[config.mk]
export PLATFORM = sky130hd
export DESIGN_NAME = audio_dcblock_sdm_flat
export DESIGN_NICKNAME = d
export VERILOG_FILES = /design/src/rtl/audio_dcblock_sdm_if.sv /design/src/rtl/audio_dcblock_sdm.sv /design/src/flat_wrapper.sv
export SDC_FILE = /design/constraint.sdc
export NUM_CORES = 1
export LEC_CHECK = 0
export ABC_AREA = 1
export CAP_MARGIN = 25
export CELL_PAD_IN_SITES_DETAIL_PLACEMENT = 2
export CELL_PAD_IN_SITES_GLOBAL_PLACEMENT = 2
export CORE_MARGIN = 2
export CORE_UTILIZATION = 41
export DETAILED_ROUTE_END_ITERATION = 7
export DONT_BUFFER_PORTS = 1
export MAX_ROUTING_LAYER = met4
export PLACE_DENSITY = 0.91
export REMOVE_ABC_BUFFERS = 1
export SKIP_LAST_GASP = 1
export SYNTH_ARGS = -nofsm -noshare
export SYNTH_HDL_FRONTEND = slang
export SYNTH_SLANG_ARGS = --single-unit
[constraint.sdc]
create_clock -name clock -period 17.89 [get_ports clock]
set_input_delay 1.789 -clock clock [delete_from_list [all_inputs] [get_ports clock]]
set_output_delay 1.789 -clock clock [all_outputs]
set_load 0.03 [all_outputs]
[src/rtl/audio_dcblock_sdm_if.sv]
// Sample, gain and bitstream signals between the NES core and the audio output stage.
interface audio_dcblock_sdm_if;
    logic        [15:0] sample_in;
    logic               sample_ce;
    logic        [3:0]  volume;
    logic               mute;
    logic signed [15:0] level_out;
    logic               clip;
    logic               dac_out;

    modport master (
        output sample_in,
        output sample_ce,
        output volume,
        output mute,
        input  level_out,
        input  clip,
        input  dac_out
    );

    modport slave (
        input  sample_in,
        input  sample_ce,
        input  volume,
        input  mute,
        output level_out,
        output clip,
        output dac_out
    );
endinterface

[src/rtl/audio_dcblock_sdm.sv]
// Audio output stage: optional DC blocker, volume/mute, 2nd-order sigma-delta 1-bit DAC.
// Define AUDIO_DCBLOCK_EN to build the DC-blocking high-pass; otherwise samples pass straight through.
module audio_dcblock_sdm #(
    parameter int unsigned DCB_SHIFT = 10,
    parameter int unsigned ACC_W     = 24
) (
    input logic                clock,
    input logic                reset_n,
    audio_dcblock_sdm_if.slave bus
);
    localparam int unsigned SumW = ACC_W + 2;
    localparam logic signed [SumW-1:0] AccMax = $signed({3'b000, {(ACC_W - 1){1'b1}}});
    localparam logic signed [SumW-1:0] AccMin = -AccMax;
    localparam logic signed [SumW-1:0] FbMag  = $signed({{(SumW - 17){1'b0}}, 17'h08000});

    if (ACC_W < 20) begin : g_bad_acc_w
        $error("ACC_W must be at least 20");
    end
    if (DCB_SHIFT < 1 || DCB_SHIFT > 15) begin : g_bad_dcb_shift
        $error("DCB_SHIFT must be in 1..15");
    end

    // ---------------------------------------------------------------------------------------
    // Stage 1: offset-binary to signed, optional DC removal
    // ---------------------------------------------------------------------------------------
    logic signed [15:0] x;
    logic signed [15:0] y_q;
    logic signed [15:0] y_d;
    logic               stage2_q;

    assign x = $signed(bus.sample_in ^ 16'h8000);

`ifdef AUDIO_DCBLOCK_EN
    logic signed [15:0] x_prev_q;
    logic signed [15:0] y_decay;
    logic signed [18:0] y_sum;
    logic               clip_d;
    logic               clip_q;

    assign y_decay = y_q >>> DCB_SHIFT;

    always_comb begin
        y_sum  = {{3{x[15]}}, x} - {{3{x_prev_q[15]}}, x_prev_q}
               + {{3{y_q[15]}}, y_q} - {{3{y_decay[15]}}, y_decay};
        y_d    = y_sum[15:0];
        clip_d = 1'b0;
        if (y_sum > 19'sd32767) begin
            y_d    = 16'sh7fff;
            clip_d = 1'b1;
        end else if (y_sum < -19'sd32768) begin
            y_d    = 16'sh8000;
            clip_d = 1'b1;
        end
    end

    always_ff @(posedge clock or negedge reset_n) begin
        if (!reset_n) begin
            x_prev_q <= '0;
            clip_q   <= 1'b0;
        end else begin
            // clip is a pulse: cleared on every edge without a strobe
            clip_q <= bus.sample_ce & clip_d;
            if (bus.sample_ce) begin
                x_prev_q <= x;
            end
        end
    end

    assign bus.clip = clip_q;
`else
    assign y_d      = x;
    assign bus.clip = 1'b0;
`endif

    always_ff @(posedge clock or negedge reset_n) begin
        if (!reset_n) begin
            y_q      <= '0;
            stage2_q <= 1'b0;
        end else begin
            stage2_q <= bus.sample_ce;
            if (bus.sample_ce) begin
                y_q <= y_d;
            end
        end
    end

    // ---------------------------------------------------------------------------------------
    // Stage 2: volume and mute, one cycle after the strobe
    // ---------------------------------------------------------------------------------------
    logic signed [5:0]  gain;
    logic signed [21:0] scaled;
    logic signed [15:0] level_q;
    logic signed [15:0] level_d;

    assign gain   = $signed({2'b00, bus.volume} + 6'd1);
    assign scaled = $signed({{6{y_q[15]}}, y_q}) * $signed({{16{1'b0}}, gain});

    // |y * gain| <= 2^19, so bits [19:4] hold the arithmetic >>> 4 exactly
    always_comb begin
        level_d = level_q;
        if (stage2_q) begin
            level_d = bus.mute ? 16'sd0 : scaled[19:4];
        end
    end

    always_ff @(posedge clock or negedge reset_n) begin
        if (!reset_n) begin
            level_q <= '0;
        end else begin
            level_q <= level_d;
        end
    end

    assign bus.level_out = level_q;

    // ---------------------------------------------------------------------------------------
    // Modulator: two saturating integrators, 1-bit quantiser, full clock rate
    // ---------------------------------------------------------------------------------------
    logic signed [ACC_W-1:0] acc1_q;
    logic signed [ACC_W-1:0] acc1_d;
    logic signed [ACC_W-1:0] acc2_q;
    logic signed [ACC_W-1:0] acc2_d;
    logic signed [SumW-1:0]  fb;
    logic signed [SumW-1:0]  sum1;
    logic signed [SumW-1:0]  sum2;
    logic                    dac_q;

    function automatic logic signed [ACC_W-1:0] sat_acc(input logic signed [SumW-1:0] v);
        if (v > AccMax) begin
            return AccMax[ACC_W-1:0];
        end else if (v < AccMin) begin
            return AccMin[ACC_W-1:0];
        end
        return v[ACC_W-1:0];
    endfunction

    always_comb begin
        fb     = dac_q ? FbMag : -FbMag;
        sum1   = {{2{acc1_q[ACC_W-1]}}, acc1_q} + {{(SumW - 16){level_q[15]}}, level_q} - fb;
        acc1_d = sat_acc(sum1);
        sum2   = {{2{acc2_q[ACC_W-1]}}, acc2_q} + {{2{acc1_d[ACC_W-1]}}, acc1_d} - fb;
        acc2_d = sat_acc(sum2);
    end

    always_ff @(posedge clock or negedge reset_n) begin
        if (!reset_n) begin
            acc1_q <= '0;
            acc2_q <= '0;
            dac_q  <= 1'b0;
        end else begin
            acc1_q <= acc1_d;
            acc2_q <= acc2_d;
            dac_q  <= ~acc2_d[ACC_W-1];
        end
    end

    assign bus.dac_out = dac_q;
endmodule
[src/flat_wrapper.sv]
// flat-port wrapper written by rule: the top's interface ports become plain ports
module audio_dcblock_sdm_flat 
#(
    parameter int unsigned DCB_SHIFT = 10,
    parameter int unsigned ACC_W     = 24
)
  (clock, reset_n, bus_sample_in, bus_sample_ce, bus_volume, bus_mute, bus_level_out, bus_clip, bus_dac_out);
  audio_dcblock_sdm_if bus_i ();
  input logic clock;
  input logic reset_n;
  input wire logic [$bits(bus_i.sample_in)-1:0] bus_sample_in;
  input wire logic [$bits(bus_i.sample_ce)-1:0] bus_sample_ce;
  input wire logic [$bits(bus_i.volume)-1:0] bus_volume;
  input wire logic [$bits(bus_i.mute)-1:0] bus_mute;
  output wire logic [$bits(bus_i.level_out)-1:0] bus_level_out;
  output wire logic [$bits(bus_i.clip)-1:0] bus_clip;
  output wire logic [$bits(bus_i.dac_out)-1:0] bus_dac_out;
  assign bus_i.sample_in = bus_sample_in;
  assign bus_i.sample_ce = bus_sample_ce;
  assign bus_i.volume = bus_volume;
  assign bus_i.mute = bus_mute;
  assign bus_level_out = bus_i.level_out;
  assign bus_clip = bus_i.clip;
  assign bus_dac_out = bus_i.dac_out;
  audio_dcblock_sdm #(.DCB_SHIFT(DCB_SHIFT), .ACC_W(ACC_W)) u_core (.clock(clock), .reset_n(reset_n), .bus(bus_i));
endmodule
Word level (Yosys, flattened, before mapping). Index checks and enable logic that the tools add are counted.

Register bits after elaboration: 82. Bits of input ports: 24. Output and inout port bits: 18. Logic and storage cells: 30.

$add $sub $neg: 5. Multiply operators: 1. Order comparisons: 4. Multiplexer cells: 12. Bitwise logic cells: 2.

Operators by type and width (number): 2-to-1 mux 24 bit (6); greater-than comparator 26 x 24 -> 1 bit (second input constant) (2); < comparator 26 x 24 -> 1 bit (second input constant) (2); subtractor 26 bit (2); 2-to-1 mux 26 bit (1); adder 24 x 16 -> 25 bit (1); adder 24 x 24 -> 25 bit (1); multiplier 16 x 6 -> 20 bit (1); 2-to-1 mux 16 bit (1); adder 4 x 1 -> 5 bit (second input constant) (1); 2-to-1 mux 1 bit (4); NOT 1 bit (2).

Depth between registers and ports, before layout. Gate-level depths: netlist of the first run.

Depth after elaboration: 13. Gate-level depth with buffers: 59. Gate-level depth less buffers: 57.

Worst setup path before layout of the first run. Ideal clock, no wire load.

Kind: register to register. Start: reg u_core.level_q[0] (netlist: u_core.bus.level_out[0]). End: reg u_core.acc2_q[16]. Library setup time: 0.121 ns. Arrival: 6.801 ns. Data required time: 17.769 ns. Slack: 10.968 ns. Stages on the path, launching flop included: 53. Buffers on the path: 2. Clock period less this slack: 6.922 ns. Path through: dfrtp_1 ha_1 inv_1 fa_1 inv_1 nand3_1 nand3_1 nand2_1 nand2_1 a21oi_1 o21ai_0 nand3_1 nand2_1 xor2_1 ha_1 inv_1 nor3_1 a211oi_1 [17 not listed] fa_1 nor3_1 nand2_1 nor2_1 nand2_1 nor2_1 nand3_1 nor2_1 nand2_1 nor2_1 nand2_1 nor2_1 nand3_1 nand2_2 nand2_4 buf_12 nand2_2 nand2_1.

Word-level cells in the longest chain between the ends: 12. Elaborated cells between the ends (all ways): 16. Those cells by class: add/sub: 4; order compare: 4; mux: 8.

Ends and longest elaborated chain: from (decl) (RTL line audio_dcblock_sdm.sv:92) `logic signed [15:0] level_q;`; from (signal assigned) (RTL line audio_dcblock_sdm.sv:110) `level_q <= level_d;`; adder 24 x 16 -> 25 bit * (RTL line audio_dcblock_sdm.sv:139) `sum1 = {{2{acc1_q[ACC_W-1]}}, acc1_q} + {{(SumW - 16){level_q[15]}}, level_q} - fb;`; subtractor 26 bit * (RTL line audio_dcblock_sdm.sv:139); < comparator 26 x 24 -> 1 bit (RTL line audio_dcblock_sdm.sv:131) `end else if (v < AccMin) begin`; 2-to-1 mux 1 bit (RTL line audio_dcblock_sdm.sv:131); 2-to-1 mux 1 bit (RTL line audio_dcblock_sdm.sv:129) `if (v > AccMax) begin`; 2-to-1 mux 24 bit * (RTL line audio_dcblock_sdm.sv:134) `return v[ACC_W-1:0];`; named net u_core.acc1_d[0] (RTL line audio_dcblock_sdm.sv:120) `logic signed [ACC_W-1:0] acc1_d;`; adder 24 x 24 -> 25 bit * (RTL line audio_dcblock_sdm.sv:141) `sum2 = {{2{acc2_q[ACC_W-1]}}, acc2_q} + {{2{acc1_d[ACC_W-1]}}, acc1_d} - fb;`; subtractor 26 bit * (RTL line audio_dcblock_sdm.sv:141); < comparator 26 x 24 -> 1 bit (RTL line audio_dcblock_sdm.sv:131); 2-to-1 mux 1 bit (RTL line audio_dcblock_sdm.sv:131); 2-to-1 mux 1 bit (RTL line audio_dcblock_sdm.sv:129); 2-to-1 mux 24 bit * (RTL line audio_dcblock_sdm.sv:134); named net u_core.acc2_d[16] (RTL line audio_dcblock_sdm.sv:122) `logic signed [ACC_W-1:0] acc2_d;`; to (signal assigned) (RTL line audio_dcblock_sdm.sv:148) `acc2_q <= '0;`; to (signal assigned) (RTL line audio_dcblock_sdm.sv:152) `acc2_q <= acc2_d;`; to (decl) (RTL line audio_dcblock_sdm.sv:121) `logic signed [ACC_W-1:0] acc2_q;`.

The timed path passes the listed nets; every way through them passes the cells marked *. A chain may end at the register's enable or synchronous reset.

Final worst setup path of the first run.
Start: reg u_core.level_q[0] (netlist: u_core.bus.level_out[0]). End: reg u_core.acc2_q[18].

The elaborated chain is that of the path after synthesis.

==> qor.yml, run 1 <==
run_status:
  status: "finished, final reports clean"
cts:
  post_cts_buffers: 0
  cts.clk_slew.worst_paths_ps: 80
  ctsHtreeMaxLevel: 3
  postCtsHoldBufs: 0
  clk_path_buf_depth: 2
  cts_tree: "yes"
  cts-resized-gates: 0
  cts.root.buffer_cell: "clkbuf_16"
  cts.sinks: 82
  numCtsBuffers: 9
  clk_latency_ps: 380
floorplanning:
  num_io_pins: 42
  fp.dieW_microns: 153
  coreArea_sq_um: 21900
  die_h_microns: 153
  die_area_sq_um: 23600
  rows: 54
  start_util_pct: 41.8
critical_path:
  r2r-end: "u_core.acc2_q[18]$_DFF_PN0_"
  cp-end-kind: "flop"
  critPathLaunchType: "flop"
  path_class: "flop to flop"
  crit_path_frequent_cell: "nand2_1"
  cp_max_fo: 23
  arrival_ps: 10770
  r2r_start: "u_core.bus.level_out[0]$_DFFE_PN0P_"
  cp_data_required_time_ps: 18110
  r2r_slack_ps: 7330
  cp_slowest_cell: "dfrtp_1"
  critical_path.max_stage_delay_ps: 580
  r2r_cells: 53
logic_synthesis:
  syn_area_sq_um: 9160
  synth_top_area_share_pct: 22.4
  ys_ff_latch: 82
  synthDistinctLibCells: 44
  yosys-top-cells-area: "dfrtp_1 (22%), nand2_1 (14%), ha_1 (14%), fa_1 (11%), inv_1 (8.5%)"
  synthTopCellsByCount: "nand2_1 (350), inv_1 (208), nor2_1 (108), ha_1 (102), dfrtp_1 (82)"
  synth-edff-count: 0
  async_flop_share_pct: 100
  synth_ff_type: "dfrtp_1"
  seq_area_frac_synth_pct: 22.4
  ys_warn_count: 0
  syn_area_per_cell_sq_um: 7.16
  yosysTopAreaCell: "dfrtp_1"
  yosysMostFrequentCell: "nand2_1"
  syn_inst: 1279
sta:
  setup_viol: 0
  maxSlewViolCount: 0
  finalCritPeriodShare_pct: 59.0
  rsz0062_at_grt: "false"
  fmax_ghz: 0.0947
  fin_crit_ps: 10560
  holdWs_ps: 476
  setup_tns_ps: 0
  relSlewSlack_pct: 47.7
  tightest_slew_ps: 785
  hold_viol: 0
  finClkSkew_ps: 16.3
drt:
  drt_iter0_markers: 513
  wl_mm: 41.9
  drtAntennaViolNets: 0
  drcViolationCount: 0
  viasPerCell: 5.90
  route.vias.total: 9222
  firstDrtPassIters: 5
  routedWlPerCell_microns: 26.8
final_layout:
  seqCellArea_sq_um: 2050
  postLayoutCoreUtil_pct: 44.4
  drive_above_1_share_pct: 7.42
  multi_input_area_sq_um: 6160
  final_area_sq_um: 9710
  area_delta_synth_final_pct: 6.00
  final_nets: 1451
  fillCellCount: 2591
job:
  maxCapViolations: 0
grt:
  groute.usage.overall_pct: 37.4
  grt_first_pass_wirelength_mm: 65.7
  grt_pass1_vias: 10950
  grt_max_degree: 83
  grt_antenna_before_repair: 3
  grt_remaining_overflow: 0
placed_design:
  portBuffers: 0
  hpwl_mm: 29.1
  placed_area_sq_um: 9410
  routabilityCongestion: 0.859
worst_hold_path:
  holdCritStartpoint: "u_core.stage2_q$_DFF_PN0_"
  whs_endpoint: "u_core.bus.level_out[1]$_DFFE_PN0P_"
  holdPathStages: 1
  hold_class: "flop to flop"
[flip-flops by register name, summed over array words and instances, names as in the netlist]
| signal | cells |
|---|---|
| u_core.bus.dac_out | 1 |
| u_core.bus.level_out | 16 |
| u_core.acc1_q | 24 |
| u_core.y_q | 16 |
| u_core.stage2_q | 1 |
| u_core.acc2_q | 24 |
[cell usage in the layout (no fill, tap or decap), types with 3 or more instances in the layout]
cell type and instances:
inv_1 208, nand3_1 60, buf_4 3, nand3b_1 7, nand4_1 6, nand2_4 3
diode_2 3, nand2_1 350, o21ai_1 5, nor2_1 108, a21o_1 3, ha_1 102
xor2_1 31, a21oi_1 72, fa_1 50, a31o_2 3, clkbuf_16 9, a21oi_2 6
inv_2 12, xnor2_1 9, a211oi_1 4, o21bai_1 11, a21boi_1 7, nand2_2 39
dfrtp_1 82, nor3_1 10, nand3_2 6, o21ai_0 45, nor2_2 3, a22oi_1 3
[cell families (layout without fill, tap and decap cells)]
group           Yosys count  count (layout)  share of synthesized area (%)
simple gates            599             599                           28.1
compound gates          166             166                           10.4
fa+ha+maj               152             152                           24.9
xor+xnor                 40              40                           3.82
other cells               1               4                         0.0409
flops                    82              82                           22.4
buf+inv                 239             240                           10.4
[per-layer routing]
| metal | GRT usage (%) | part of all wire, % | vias up |
|---|---|---|---|
| met4 | 17.4 | 4.8 | 0 |
| met2 | 64.0 | 50 | 329 |
| met1 | 41.9 | 40 | 4733 |
| met5 | - | 0 | - |
| li1 | - | - | 4009 |
| met3 | 7.66 | 5.0 | 151 |
[stage by stage]
stage	setup WS [ps]	cells
2_1_floorplan	10790	1261
3_5_place_dp	8380	1544
3_3_place_gp	9520	1544
4_1_cts	7670	1560
5_1_grt	6900	1563
6_report	7330	1563
[cell type report]
type / instances / area share, %
multi-input combinational: 958 / 63.4
timing repair buffer: 3 / 0.232
clock inverter: 5 / 0.567
antenna: 3 / 0.0773
clock buffer: 11 / 2.40
sequential: 82 / 21.1
inverter: 221 / 8.54
tap: 280 / 3.61
[worst max-delay path by stage]
stage / startpoint / endpoint / cells after the start
global route: u_core.bus.level_out[0]$_DFFE_PN0P_ / u_core.acc2_q[16]$_DFF_PN0_ / 53
floorplan: u_core.bus.level_out[0]$_DFFE_PN0P_ / u_core.acc2_q[1]$_DFF_PN0_ / 50
finish: u_core.bus.level_out[0]$_DFFE_PN0P_ / u_core.acc2_q[18]$_DFF_PN0_ / 53
CTS: u_core.bus.level_out[0]$_DFFE_PN0P_ / u_core.acc2_q[18]$_DFF_PN0_ / 53
global placement: u_core.bus.level_out[0]$_DFFE_PN0P_ / u_core.acc2_q[1]$_DFF_PN0_ / 53
detailed placement: u_core.bus.level_out[0]$_DFFE_PN0P_ / u_core.acc2_q[2]$_DFF_PN0_ / 53
[worst max-delay path, delay by kind of cell (launching register included)]
kind / cells / cell delay, ps
AO/OA/AOI/OAI: 5 / 1010
XOR/XNOR: 2 / 670
adder cells (fa/ha/maj): 5 / 2130
buffers and inverters: 2 / 160
flip-flops: 1 / 580
AND/OR/NAND/NOR: 39 / 5780
Power of run 1 is not shown: default switching activity piles up to over one toggle a cycle in this logic, so the estimate is an artifact.
==> inputs of run 2 (changes only) <==
- CORE_UTILIZATION: 41 -> 38
- PLACE_DENSITY: 0.91 -> 0.85
- clock period: 17.89 -> 10 ns (I/O delays scaled with it)
==> qor.yml, run 2 (synthesis results as in run 1) <==
run_status:
  status: "finished, final reports clean"  # unchanged
placed_design:
  portBuffers: 0  # unchanged
  hpwl_mm: 25.0  # was 29.1 mm
  routabilityCongestion: 0.842  # was 0.859
  pre_cts_slack_ps: 996  # was 8380 ps
final_layout:
  postLayoutCoreUtil_pct: 41.5  # was 44.4%
  drive_above_1_share_pct: 7.66  # was 7.42%
  diodes: 0  # was 3
  fillCellCount: 2880  # was 2591
  final_nets: 1451  # unchanged
  final_common_cell: "nand2_1"  # unchanged
  area_delta_synth_final_pct: 6.65  # was 6.00%
  final_cell_mix: "nand2_1 (349), inv_1 (208), nor2_1 (108)"  # was nand2_1 (350), inv_1 (208), nor2_1 (108)
  seqCellArea_sq_um: 2050  # unchanged
  multi_input_area_sq_um: 6160  # about the same
  reg_top3: "u_core.acc1_q x24, u_core.acc2_q x24"  # unchanged
cts:
  clk_latency_ps: 370  # was 380 ps
  clk_path_buf_depth: 2  # unchanged
  cts_tree: "yes"  # unchanged
  ctsHtreeMaxLevel: 3  # unchanged
  numCtsBuffers: 9  # unchanged
  cts.root.buffer_cell: "clkbuf_16"  # unchanged
  cts.clk_slew.worst_paths_ps: 70  # was 80 ps
  postCtsHoldBufs: 0  # unchanged
  cts.sinks: 82  # unchanged
grt:
  globalRouteMet2Util_pct: 47.7  # was 64.0%
  groute.usage.overall_pct: 27.1  # was 37.4%
  grt_pass1_vias: 9949  # was 10950
  grt_antenna_before_repair: 0  # was 3
  grt-busiest-layer: "met2"  # unchanged
  met1_usage_pct: 32.4  # was 41.9%
  grt_remaining_overflow: 0  # unchanged
  grt_max_degree: 83  # unchanged
  grt_first_pass_wirelength_mm: 53.2  # was 65.7 mm
  met3_usage_pct: 2.97  # was 7.66%
critical_path:
  cp-end-kind: "flop"  # unchanged
  timing.critical_path.buf_inv: 3  # was 2
  path_depth: 49  # was 53
  r2r_slack_ps: 930  # was 7330 ps
  r2r-end: "u_core.acc2_q[3]$_DFF_PN0_"  # was u_core.acc2_q[18]$_DFF_PN0_
  crit_path_end: "u_core.acc2_q[3]$_DFF_PN0_"  # was u_core.acc2_q[18]$_DFF_PN0_
  cp_slowest_cell: "dfrtp_1"  # unchanged
  r2r_start: "u_core.bus.level_out[0]$_DFFE_PN0P_"  # unchanged
  critical_path.max_stage_delay_ps: 580  # about the same
  r2r_cells: 49  # was 53
  critPathTopFamily: "simple AND/OR/NAND/NOR gates"  # unchanged
  critPathLaunchType: "flop"  # unchanged
  crit_path_frequent_cell: "nand2_1"  # unchanged
  startpoint: "u_core.bus.level_out[0]$_DFFE_PN0P_"  # unchanged
  arrival_ps: 9290  # was 10770 ps
  cp_max_fo: 23  # unchanged
  cp_data_required_time_ps: 10230  # was 18110 ps
  path_class: "flop to flop"  # unchanged
sta:
  finClkSkew_ps: 13.9  # was 16.3 ps
  finalCritPeriodShare_pct: 90.7  # was 59.0%
  rsz0062_at_grt: "false"  # unchanged
  tightest_slew_ps: 722  # was 785 ps
  setup_tns_ps: 0  # unchanged
  hold_viol: 0  # unchanged
  layout_setup_ws_ps: 935  # was 7330 ps
  fmax_ghz: 0.110  # was 0.0947 GHz
  relSlewSlack_pct: 51.7  # was 47.7%
  fin_crit_ps: 9070  # was 10560 ps
  setup_viol: 0  # unchanged
  maxSlewViolCount: 0  # unchanged
floorplanning:
  die_area_sq_um: 25400  # was 23600 sq um
  fp.dieW_microns: 159  # was 153 microns
  die_h_microns: 159  # was 153 microns
  coreArea_sq_um: 23500  # was 21900 sq um
  num_io_pins: 42  # unchanged
  rows: 56  # was 54
  start_util_pct: 38.9  # was 41.8%
drt:
  firstDrtPassIters: 4  # was 5
  drt_iter0_markers: 365  # was 513
  drcViolationCount: 0  # unchanged
  viasPerCell: 5.31  # was 5.90
  routedWlPerCell_microns: 20.0  # was 26.8 microns
  wl_mm: 31.9  # was 41.9 mm
  route.vias.total: 8498  # was 9222
  drtAntennaViolNets: 0  # unchanged
job:
  maxCapViolations: 0  # unchanged
worst_hold_path:
  hold_class: "primary input to async pin"  # was flop to flop
==> run 2: cell count changes in the layout (fill, tap and decap cells not counted) <==
cell	change
clkinv_4	+2
nand2_1	-1
nand2_2	+1
diode_2	-3
clkbuf_1	-2
inv_8	+1
clkinv_2	-1
==> run 2: worst reg2reg max path: cells and delay by family (launching register included) <==
kind	cells	cell delay, ps
and+or+nand+nor	30	3560
adders and majority gates	5	1910
AOI/OAI and AO/OA	9	1580
DFF	1	580
xor gates and xnor gates	2	640
buffers and inverters	3	650
==> run 2: per-layer routing <==
layer | wire length, microns | part of all wire, % | up-vias
li1 | - | - | 4002
met1 | 14400 | 45 | 4339
met2 | 16000 | 50 | 106
met3 | 666 | 2.1 | 51
met4 | 851 | 2.7 | 0
met5 | 0 | 0 | -
==> run 2: worst min path at each step <==
| stage | endpoint | cells after the start | slack [ps] |
|---|---|---|---|
| 2_1_floorplan | u_core.bus.level_out[1]$_DFFE_PN0P_ | 1 | 440 |
| 6_report | u_core.y_q[15]$_DFFE_PN0P_ | 0 | 320 |
| 3_5_place_dp | u_core.bus.level_out[1]$_DFFE_PN0P_ | 1 | 490 |
| 3_3_place_gp | u_core.bus.level_out[1]$_DFFE_PN0P_ | 1 | 480 |
| 4_1_cts | u_core.y_q[15]$_DFFE_PN0P_ | 0 | 310 |
| 5_1_grt | u_core.y_q[15]$_DFFE_PN0P_ | 0 | 310 |
==> run 2: what timing repair did <==
action,CTS,global route
buffers inserted,0,0
gates resized for setup,0,1
endpoints found under the setup margin,0,2
==> run 2: cell type report <==
type	instances	share of cell area (%)
Clock buffer	9	2.31
Clock inverter	7	0.807
Inverter	221	8.49
Multi-Input combinational cell	958	63.1
Sequential cell	82	21.0
Tap cell	319	4.09
Timing Repair Buffer	3	0.231
==> run 2: metrics by stage <==
step | std cells | cell area (sq um) | hold WS [ps]
after CTS | 1599 | 9770 | 313
after global routing | 1599 | 9770 | 311
after detailed placement | 1583 | 9460 | 486
final | 1599 | 9770 | 319
after global placement | 1583 | 9460 | 481
after floorplan | 1261 | 9040 | 441
Power of run 2 is left out for the same reason.
==> inputs of run 3 (changes only) <==
- CORE_ASPECT_RATIO: unset -> 1.2
==> qor.yml, run 3 (synthesis results as in run 1) <==
run_status:
  status: "finished, final reports clean"  # unchanged
final_layout:
  drive_above_1_share_pct: 7.58  # was 7.66%
  reg_top3: "u_core.acc1_q x24, u_core.acc2_q x24"  # unchanged
  final_cell_mix: "nand2_1 (350), inv_1 (208), nor2_1 (108)"  # was nand2_1 (349), inv_1 (208), nor2_1 (108)
  area_delta_synth_final_pct: 6.53  # was 6.65%
  final_nets: 1451  # unchanged
  fillCellCount: 2874  # was 2880
  final_common_cell: "nand2_1"  # unchanged
  diodes: 0  # unchanged
sta:
  setup_viol: 0  # unchanged
  relSlewSlack_pct: 42.5  # was 51.7%
  finalCritPeriodShare_pct: 92.2  # was 90.7%
  fmax_ghz: 0.109  # was 0.110 GHz
  setup_tns_ps: 0  # unchanged
  maxSlewViolCount: 0  # unchanged
  rsz0062_at_grt: "false"  # unchanged
  finClkSkew_ps: 13.3  # was 13.9 ps
  fin_crit_ps: 9220  # was 9070 ps
  hold_viol: 0  # unchanged
  tightest_slew_ps: 862  # was 722 ps
placed_design:
  portBuffers: 0  # unchanged
  hpwl_mm: 27.6  # was 25.0 mm
  routabilityCongestion: 0.898  # was 0.842
cts:
  cts-resized-gates: 0  # unchanged
  post_cts_buffers: 0  # unchanged
  cts.root.buffer_cell: "clkbuf_16"  # unchanged
  clk_latency_ps: 370  # about the same
  cts.clk_slew.worst_paths_ps: 80  # was 70 ps
  numCtsBuffers: 9  # unchanged
  ctsHtreeMaxLevel: 3  # unchanged
  postCtsHoldBufs: 0  # unchanged
  clk_path_buf_depth: 2  # unchanged
  cts.sinks: 82  # unchanged
  cts_tree: "yes"  # unchanged
grt:
  groute.usage.overall_pct: 28.5  # was 27.1%
  grt-busiest-layer: "met2"  # unchanged
  met3_usage_pct: 3.67  # was 2.97%
  globalRouteMet2Util_pct: 54.5  # was 47.7%
  grt_antenna_before_repair: 0  # unchanged
  grt_remaining_overflow: 0  # unchanged
  grt_first_pass_wirelength_mm: 54.8  # was 53.2 mm
  met1_usage_pct: 29.5  # was 32.4%
  grt_max_degree: 83  # unchanged
  grt_pass1_vias: 10128  # was 9949
drt:
  route.vias.total: 8571  # was 8498
  routedWlPerCell_microns: 21.3  # was 20.0 microns
  drtAntennaViolNets: 0  # unchanged
  drcViolationCount: 0  # unchanged
  drt_iter0_markers: 290  # was 365
  viasPerCell: 5.36  # was 5.31
  firstDrtPassIters: 4  # unchanged
  wl_mm: 34.0  # was 31.9 mm
critical_path:
  critical_path.max_stage_delay_ps: 620  # was 580 ps
  critPathLaunchType: "flop"  # unchanged
  critPathTopFamily: "simple AND/OR/NAND/NOR gates"  # unchanged
  cp_data_required_time_ps: 10230  # about the same
  timing.critical_path.buf_inv: 2  # was 3
  arrival_ps: 9450  # was 9290 ps
  cp_slowest_cell: "dfrtp_1"  # unchanged
  cp-end-kind: "flop"  # unchanged
  path_class: "flop to flop"  # unchanged
  cp_max_fo: 23  # unchanged
  crit_path_frequent_cell: "nand2_1"  # unchanged
floorplanning:
  start_util_pct: 38.5  # was 38.9%
  coreArea_sq_um: 23800  # was 23500 sq um
  fp.dieW_microns: 146  # was 159 microns
  die_h_microns: 174  # was 159 microns
  num_io_pins: 42  # unchanged
  rows: 62  # was 56
  die_area_sq_um: 25400  # about the same
worst_hold_path:
  hold_class: "primary input to async pin"  # unchanged
job:
  maxCapViolations: 0  # unchanged
-- run 3: cell types whose count changed in the layout (fill, tap and decap cells not counted) --
cell and delta:
inv_6 +3, nand2_1 +1, clkinv_2 -1, clkbuf_8 +1, nand2_2 -1, bufinv_16 -1
clkinvlp_4 -2
-- run 3: final cells by class --
cell class	instances	area, sq um	share of cell area [%]
Multi-Input combinational cell	958	6160	63.1
Tap cell	320	400	4.10
Clock buffer	10	239	2.45
Timing Repair Buffer	3	22.5	0.231
Inverter	221	830	8.50
Clock inverter	6	55.1	0.564
Sequential cell	82	2050	21.0
-- run 3: per-layer routing --
layer / vias to the layer above / wire (microns)
met5: - / 0
met4: 0 / 1120
met3: 67 / 894
met2: 131 / 18900
met1: 4365 / 13200
li1: 4008 / -
-- run 3: final timing paths --
kind                                                startpoint                                   end  slack (ps)  depth (start not counted)
max                        u_core.bus.level_out[0]$_DFFE_PN0P_           u_core.acc2_q[11]$_DFF_PN0_         780                         53
max reg2reg                u_core.bus.level_out[0]$_DFFE_PN0P_           u_core.acc2_q[11]$_DFF_PN0_         780                         53
min reg2reg                          u_core.stage2_q$_DFF_PN0_   u_core.bus.level_out[1]$_DFFE_PN0P_         490                          1
min in group clock                   u_core.stage2_q$_DFF_PN0_   u_core.bus.level_out[1]$_DFFE_PN0P_         490                          1
max in group asynchronous                              reset_n  u_core.bus.level_out[10]$_DFFE_PN0P_        9540                          0
min                                                    reset_n             u_core.y_q[9]$_DFFE_PN0P_         320                          0
-- run 3: metrics by stage --
step	hold slack, ps	util (%)	worst slack, ps	cell area [sq um]	std cells
2_1_floorplan	441	-	2900	9040	1261
3_3_place_gp	459	39.7	1460	9460	1584
3_5_place_dp	499	39.7	1060	9460	1584
4_1_cts	310	41.0	813	9760	1600
5_1_grt	314	41.0	60.2	9760	1600
6_report	318	41.0	784	9760	1600
-- run 3: worst reg2reg max path, delay by kind of cell, from the launching register on --
| family | cells | cell delay (ps) |
|---|---|---|
| AND/OR/NAND/NOR | 38 | 4510 |
| adder cells (fa/ha/maj) | 5 | 1990 |
| AO/OA/AOI/OAI | 6 | 1260 |
| flip-flops | 1 | 620 |
| XOR/XNOR | 2 | 510 |
| buffers and inverters | 2 | 170 |
Power of run 3 is left out for the same reason.
